--- config.mk ---
export PLATFORM = sky130hd
export DESIGN_NAME = inv_shift_row_stream
export DESIGN_NICKNAME = d
export VERILOG_FILES = /design/src/rtl/aes_pkg.sv /design/src/rtl/shift_row_bank.sv /design/src/rtl/inv_shift_row_stream.sv
export SDC_FILE = /design/constraint.sdc
export NUM_CORES = 1
export LEC_CHECK = 0
export CAP_MARGIN = 20
export CORE_MARGIN = 8
export CORE_UTILIZATION = 40
export DETAILED_ROUTE_END_ITERATION = 12
export PLACE_DENSITY_LB_ADDON = 0.25
export SYNTH_ARGS = -nofsm -noshare
export SYNTH_HDL_FRONTEND = slang
export SYNTH_SLANG_ARGS = --single-unit
--- constraint.sdc ---
create_clock -name clk -period 5.6 [get_ports clk]
set_input_delay 1.12 -clock clk [delete_from_list [all_inputs] [get_ports clk]]
set_output_delay 1.12 -clock clk [all_outputs]
set_load 0.02 [all_outputs]
--- src/rtl/aes_pkg.sv ---
// Shared types, constants and index tables for the byte-serial ShiftRows stages.
package aes_pkg;

    localparam int BYTE_W = 8;

    typedef logic [BYTE_W-1:0] byte_t;
    typedef byte_t [0:15]      state_t;

    // Pointer value of the 16th byte of a block.
    localparam logic [3:0] LAST_PTR = 4'd15;

    // Output position -> buffered input position, inverse row rotation.
    localparam logic [3:0] INV_IDX [16] = '{
        4'd0,  4'd13, 4'd10, 4'd7,
        4'd4,  4'd1,  4'd14, 4'd11,
        4'd8,  4'd5,  4'd2,  4'd15,
        4'd12, 4'd9,  4'd6,  4'd3
    };

    // Output position -> buffered input position, forward row rotation.
    localparam logic [3:0] FWD_IDX [16] = '{
        4'd0,  4'd5,  4'd10, 4'd15,
        4'd4,  4'd9,  4'd14, 4'd3,
        4'd8,  4'd13, 4'd2,  4'd7,
        4'd12, 4'd1,  4'd6,  4'd11
    };

    // Life cycle of one 16-entry bank.
    typedef enum logic [1:0] {
        BANK_EMPTY,
        BANK_FILLING,
        BANK_FULL,
        BANK_DRAINING
    } bank_state_e;

endpackage

--- src/rtl/shift_row_bank.sv ---
// One 16-entry state buffer: sequential write port, permuted combinational
// read port, and a small FSM tracking whether the bank holds a whole block.
module shift_row_bank #(
    parameter int BYTE_W = 8
) (
    input  logic              clk,
    input  logic              rst,
    input  logic              clear_i,
    input  logic              wr_en_i,
    input  logic [3:0]        wr_ptr_i,
    input  logic [BYTE_W-1:0] wr_data_i,
    input  logic              fwd_i,
    input  logic              rd_en_i,
    input  logic [3:0]        rd_ptr_i,
    output logic [BYTE_W-1:0] rd_data_o,
    output logic              full_o,
    output logic              busy_o
);
    import aes_pkg::*;

    bank_state_e       state_q, state_d;
    logic              fwd_q, fwd_d;
    logic [BYTE_W-1:0] mem_q [16];
    logic [3:0]        rd_idx;

    // Bank state and the rotation direction latched for the block it holds.
    always_ff @(posedge clk or posedge rst) begin
        // NOTE: non-blocking assignments so every flop samples pre-edge values.
        if (rst) begin
            state_q <= BANK_EMPTY;
            fwd_q   <= 1'b0;
        end else begin
            state_q <= state_d;
            fwd_q   <= fwd_d;
        end
    end

    // Next-state: first write opens the block, 16th write closes it,
    // first read starts the drain, 16th read frees the bank.
    always_comb begin
        // NOTE: defaults first so no path leaves a variable unassigned (no latch).
        state_d = state_q;
        fwd_d   = fwd_q;
        if (clear_i) begin
            state_d = BANK_EMPTY;
        end else begin
            case (state_q)
                BANK_EMPTY: begin
                    if (wr_en_i) begin
                        state_d = BANK_FILLING;
                        fwd_d   = fwd_i;
                    end
                end
                BANK_FILLING: begin
                    if (wr_en_i && (wr_ptr_i == LAST_PTR)) state_d = BANK_FULL;
                end
                BANK_FULL: begin
                    if (rd_en_i) state_d = BANK_DRAINING;
                end
                BANK_DRAINING: begin
                    if (rd_en_i && (rd_ptr_i == LAST_PTR)) state_d = BANK_EMPTY;
                end
                default: state_d = BANK_EMPTY;
            endcase
        end
    end

    // Storage array; contents are only meaningful once the FSM says full.
    always_ff @(posedge clk) begin
        // NOTE: data array has no reset; validity is tracked by the FSM alone.
        if (wr_en_i) mem_q[wr_ptr_i] <= wr_data_i;
    end

    assign rd_idx    = fwd_q ? FWD_IDX[rd_ptr_i] : INV_IDX[rd_ptr_i];
    assign rd_data_o = mem_q[rd_idx];
    assign full_o    = (state_q == BANK_FULL) || (state_q == BANK_DRAINING);
    assign busy_o    = (state_q != BANK_EMPTY);

endmodule

--- src/rtl/inv_shift_row_stream.sv ---
// Byte-serial AES InvShiftRows stage. Blocks of 16 column-major bytes are
// written into ping-pong banks and read back with the row rotation undone.
// Build option SHIFT_ROW_FWD_EN adds a per-block fwd input selecting the
// forward ShiftRows order instead.
module inv_shift_row_stream #(
    parameter int BYTE_W    = 8,
    parameter int NUM_BANKS = 2
) (
    input  logic              clk,
    input  logic              rst,
    input  logic              clear,
    input  logic              in_valid,
    output logic              in_ready,
    input  logic [BYTE_W-1:0] in_data,
`ifdef SHIFT_ROW_FWD_EN
    input  logic              fwd,
`endif
    output logic              out_valid,
    input  logic              out_ready,
    output logic [BYTE_W-1:0] out_data,
    output logic              out_last,
    output logic              busy
);
    import aes_pkg::*;

    localparam int BANK_W = (NUM_BANKS > 1) ? $clog2(NUM_BANKS) : 1;

    logic [3:0]        wr_ptr_q, wr_ptr_d, rd_ptr_q, rd_ptr_d;
    logic [BANK_W-1:0] wr_bank_q, wr_bank_d, rd_bank_q, rd_bank_d;
    logic [NUM_BANKS-1:0] full_w, busy_w;
    logic [BYTE_W-1:0] rd_data_w [NUM_BANKS];
    logic              wr_fire, rd_fire, fwd_w;

    // Round-robin successor of a bank select.
    function automatic logic [BANK_W-1:0] next_bank(input logic [BANK_W-1:0] b);
        next_bank = (b == BANK_W'(NUM_BANKS - 1)) ? '0 : b + 1'b1;
    endfunction

`ifdef SHIFT_ROW_FWD_EN
    assign fwd_w = fwd;
`else
    assign fwd_w = 1'b0;
`endif

    // Handshakes; clear blanks both sides for the cycle it is asserted.
    assign in_ready  = !full_w[wr_bank_q] && !clear;
    assign wr_fire   = in_valid && in_ready;
    assign out_valid = full_w[rd_bank_q] && !clear;
    assign rd_fire   = out_valid && out_ready;
    assign out_data  = out_valid ? rd_data_w[rd_bank_q] : '0;
    assign out_last  = out_valid && (rd_ptr_q == LAST_PTR);
    assign busy      = |busy_w;

    // Pointer and bank-select update; clear overrides any handshake.
    always_comb begin
        wr_ptr_d  = wr_ptr_q;
        wr_bank_d = wr_bank_q;
        rd_ptr_d  = rd_ptr_q;
        rd_bank_d = rd_bank_q;
        if (clear) begin
            wr_ptr_d  = '0;
            wr_bank_d = '0;
            rd_ptr_d  = '0;
            rd_bank_d = '0;
        end else begin
            if (wr_fire) begin
                if (wr_ptr_q == LAST_PTR) begin
                    wr_ptr_d  = '0;
                    wr_bank_d = next_bank(wr_bank_q);
                end else begin
                    wr_ptr_d = wr_ptr_q + 4'd1;
                end
            end
            if (rd_fire) begin
                if (rd_ptr_q == LAST_PTR) begin
                    rd_ptr_d  = '0;
                    rd_bank_d = next_bank(rd_bank_q);
                end else begin
                    rd_ptr_d = rd_ptr_q + 4'd1;
                end
            end
        end
    end

    // Pointer and bank-select registers.
    always_ff @(posedge clk or posedge rst) begin
        if (rst) begin
            wr_ptr_q  <= '0;
            wr_bank_q <= '0;
            rd_ptr_q  <= '0;
            rd_bank_q <= '0;
        end else begin
            wr_ptr_q  <= wr_ptr_d;
            wr_bank_q <= wr_bank_d;
            rd_ptr_q  <= rd_ptr_d;
            rd_bank_q <= rd_bank_d;
        end
    end

    for (genvar b = 0; b < NUM_BANKS; b++) begin : g_bank
        shift_row_bank #(
            .BYTE_W (BYTE_W)
        ) u_bank (
            .clk       (clk),
            .rst       (rst),
            .clear_i   (clear),
            .wr_en_i   (wr_fire && (wr_bank_q == BANK_W'(b))),
            .wr_ptr_i  (wr_ptr_q),
            .wr_data_i (in_data),
            .fwd_i     (fwd_w),
            .rd_en_i   (rd_fire && (rd_bank_q == BANK_W'(b))),
            .rd_ptr_i  (rd_ptr_q),
            .rd_data_o (rd_data_w[b]),
            .full_o    (full_w[b]),
            .busy_o    (busy_w[b])
        );
    end

endmodule
==> summary.md <==
| Metric | Value |
|---|---|
| Status | `finished clean` |
| Worst reg2reg startpoint | `g_bank[0].u_bank.state_q[0]` |
| Max-Cap Viols | `0` |
| HP Class | `register to register` |
| DIE WIDTH | `184 µm` |
| Die height | `184 µm` |
| Netlist cell types | `50` |
| R2r setup slk | `2.94 ns` |
| Net Sw Power | `0.000947 W` |
| Count of port buffers added during placement | `24` |
| CTS tree | `yes` |
| Worst-path maximum fanout | `38` |
| Post-Syn Area | `11200 µm²` |
| N_diodes | `0` |
| Initial core utilization | `0.406` |
| Int Power | `0.00339 W` |
| # fillers | `2403` |
| Placeable Area | `27700 µm²` |
| Gpl congestion | `0.891` |
| # IOs | `25` |
| Worst-Skew Late Latency | `0.53 ns` |
| Largest family of logic cells by synthesized area | `multiplexers` |
| Area Overhead vs Synth | `13.2%` |
| RSZ-0062 raised after global routing | `no` |
| Seq/Total Area, Yosys | `0.715` |
| Layout Nets | `756` |
| Sw frac | `0.218` |
| Initial DRC count | `531` |
| First drt pass iteration count | `5` |
| Fin crit share | `0.879` |
| Drt via density | `5.47` |
| Dpl ws | `0.907 ns` |
| Flop pwr share | `0.518` |
| Clock Path Buffers | `3` |
| Synth area leaders | `edfxtp_1 (68%), mux2i_1 (7.5%), dfrtp_1 (3.1%), mux2_2 (2.3%), o22ai_1 (1.8%)` |
| Initial antenna violation count | `0` |
| Hold Fails Final Rpt | `0` |
| Final ANT Viol Nets | `0` |
| Share of the synthesized area in the top cell type | `0.684` |
| Clk pwr share | `0.404` |
| Clk_skew | `0.0130 ns` |
| Final setup violation count | `0` |
| RR Endpoint | `g_bank[0].u_bank.mem_q[1][5]` |
| Worst Setup SP | `rd_ptr_q[1]` |
| Crit path launch type | `register` |
| Worst r2r path cells | `5` |
| Fin. max-slew vios | `0` |
| Synth Area in Adders | `0.0145` |
| Max VDD drop | `0.202 mV` |
| DRC | `0` |
| Synth Instances | `700` |
| DRT Wirelength | `24.9 mm` |
| DIE AREA | `33700 µm²` |
| Reg clk slew, reported paths | `0.06 ns` |
| Cell row count | `61` |
| Syn nets | `726` |
| Data arrival, critical path | `3.80 ns` |
| Wire length per cell | `22.1 µm` |
| Total GRT Usage | `0.148` |
| Dpl cell area | `11800 µm²` |
| CTS hold repair buffers | `0` |
| Xor and xnor area share after synthesis | `0.00312` |
| Mux cell area share after synthesis | `0.108` |
| CP Class | `register to output pin` |
| H-tree depth | `1` |
| Cell Pwr Density | `341 nW/µm²` |
| Slowest stage cell, crit path | `clkdlybuf4s50_1` |
| Post-CTS Setup Inserts | `0` |
| Total grt overflow | `0` |
| Syn avg cell area | `16.1 µm²` |
| Leak pwr | `4.00 nW` |
| Share of cells above drive strength 1 | `0.116` |
| Most frequent cells in the layout | `edfxtp_1 (256), mux2i_1 (84), a21oi_1 (37), o22ai_1 (33), clkbuf_16 (29)` |
| Required @ worst endpoint | `4.48 ns` |
| Vias | `6174` |
| Slew HR | `0.300` |
| Last element of the critical path | `out_data[3]` |
| Clock sinks | `270` |
| Yosys warning total | `0` |
| Worst Tran Pin Value | `1.04 ns` |
| Vias in the first global route | `6359` |
| Commonest non-fill, non-tap cell in the layout | `edfxtp_1` |
| First-pass GRT wire length | `38.3 mm` |
| Post-CTS sizing | `0` |
| Max frequency | `203 MHz` |
| Setup crit end kind | `output pin` |
| Crit-path max cell delay | `0.69 ns` |
| Comb power frac | `0.078` |
| Root buffer cell | `clkbuf_16` |
| Dpl hpwl | `15.7 mm` |
| Final WS setup | `0.676 ns` |
| Post-Synth Simple-Gate Area | `0.0510` |
| CP cell instances | `buf_4 -> mux2_2 -> o22ai_1 -> a221oi_1 -> a22oi_1 -> a31oi_1 -> clkdlybuf4s50_1` |
| Setup TNS | `0 ns` |
| Post-synth top area cell | `edfxtp_1` |
| Largest net degree at the start of global routing | `91` |
| Inserted Clock Buffers | `28` |
| Minimum clock period after layout | `4.92 ns` |
| Synth Register Bits | `270` |
| Post-Layout Inst Area | `12700 µm²` |
| Compound-Gate Fraction of Synth Area | `0.0803` |
worst max-delay path, delay by kind of cell (launching register included):
family	cells	cell delay (ns)
buf+inv	2	1.25
compound gates	4	1.09
flops	1	0.63
mux	1	0.27
power groups by stage:
stage	logic (W)	registers [W]	clock network, W
2_1_floorplan	0.000196	0.00228	0
3_3_place_gp	0.000327	0.00229	0
3_5_place_dp	0.000336	0.00229	0
4_1_cts	0.000338	0.00225	0.00178
5_1_grt	0.000371	0.00225	0.00186
6_report	0.000338	0.00225	0.00175
routing by layer:
layer | up-vias | part of all wire | track usage | routed length, µm
li1 | 2833 | - | - | -
met1 | 3117 | 0.45 | 0.208 | 11300
met2 | 180 | 0.47 | 0.237 | 11800
met3 | 44 | 0.057 | 0.0231 | 1420
met4 | 0 | 0.018 | 0.0364 | 446
met5 | - | 0 | 0 | 0
cell usage after synthesis, drive strengths merged:
cell and instances:
nand2b 3, a2111o 1, and3 25, or3 2
o31a 1, xnor2 3, a31oi 9, nor4 1
xor2 1, a221oi 16, a22oi 24, o311a 1
nand3 26, nand3b 1, a22o 1, a211oi 1
clkbuf 11, nand2 11, or2 2, o21ai 6
nor3 2, o22ai 33, nor2b 5, inv 12
and2 3, o211ai 1, mux2 33, buf 31
a21oi 38, o41ai 1, o221a 1, mux2i 84
ha 13, or3b 1, dfrtp 14, nor2 23
nand4 2, edfxtp 256, o31ai 1
kinds of logic after synthesis:
logic type               after synthesis
AO/OA/AOI/OAI                        135
XOR/XNOR                               4
adder cells (fa/ha/maj)               13
buffers and inverters                 54
flip-flops                           270
multiplexers                         117
AND/OR/NAND/NOR                      107
metrics by stage:
| stage | util | hold slack (ns) | power (W) | cells |
|---|---|---|---|---|
| after CTS | 0.458 | 0.615 | 0.00437 | 1127 |
| after detailed placement | 0.427 | 0.604 | 0.00263 | 1076 |
| after floorplan | - | 0.542 | 0.00248 | 700 |
| after global routing | 0.459 | 0.656 | 0.00448 | 1129 |
| final | 0.459 | 0.606 | 0.00434 | 1129 |
| after global placement | 0.427 | 0.576 | 0.00262 | 1076 |
state kept, by name (all words and copies together) (netlist names):
| register | cells |
|---|---|
| g_bank.u_bank.state_q | 4 |
| wr_ptr_q | 4 |
| g_bank.u_bank.mem_q | 256 |
| rd_ptr_q | 4 |
| wr_bank_q | 1 |
| rd_bank_q | 1 |
final cells by class:
| type | count | area (µm²) | area share |
|---|---|---|---|
| Clock buffer | 38 | 759 | 0.0597 |
| Sequential cell | 270 | 8040 | 0.632 |
| Tap cell | 378 | 473 | 0.0372 |
| Inverter | 12 | 45.0 | 0.00354 |
| Clock inverter | 13 | 106 | 0.00836 |
| Timing Repair Buffer | 42 | 408 | 0.0321 |
| Multi-Input combinational cell | 376 | 2890 | 0.227 |
how the worst min path moves through the flow:
stage | end | start | cells after the start
after CTS | wr_ptr_q[0] | wr_ptr_q[0] | 2
after detailed placement | g_bank[0].u_bank.state_q[1] | g_bank[0].u_bank.state_q[1] | 2
after floorplan | g_bank[0].u_bank.state_q[1] | g_bank[0].u_bank.state_q[1] | 2
after global routing | wr_ptr_q[0] | wr_ptr_q[0] | 2
final | g_bank[0].u_bank.state_q[1] | g_bank[0].u_bank.state_q[1] | 2
after global placement | g_bank[0].u_bank.state_q[1] | g_bank[0].u_bank.state_q[1] | 2
(Power assumes the default switching activity.)
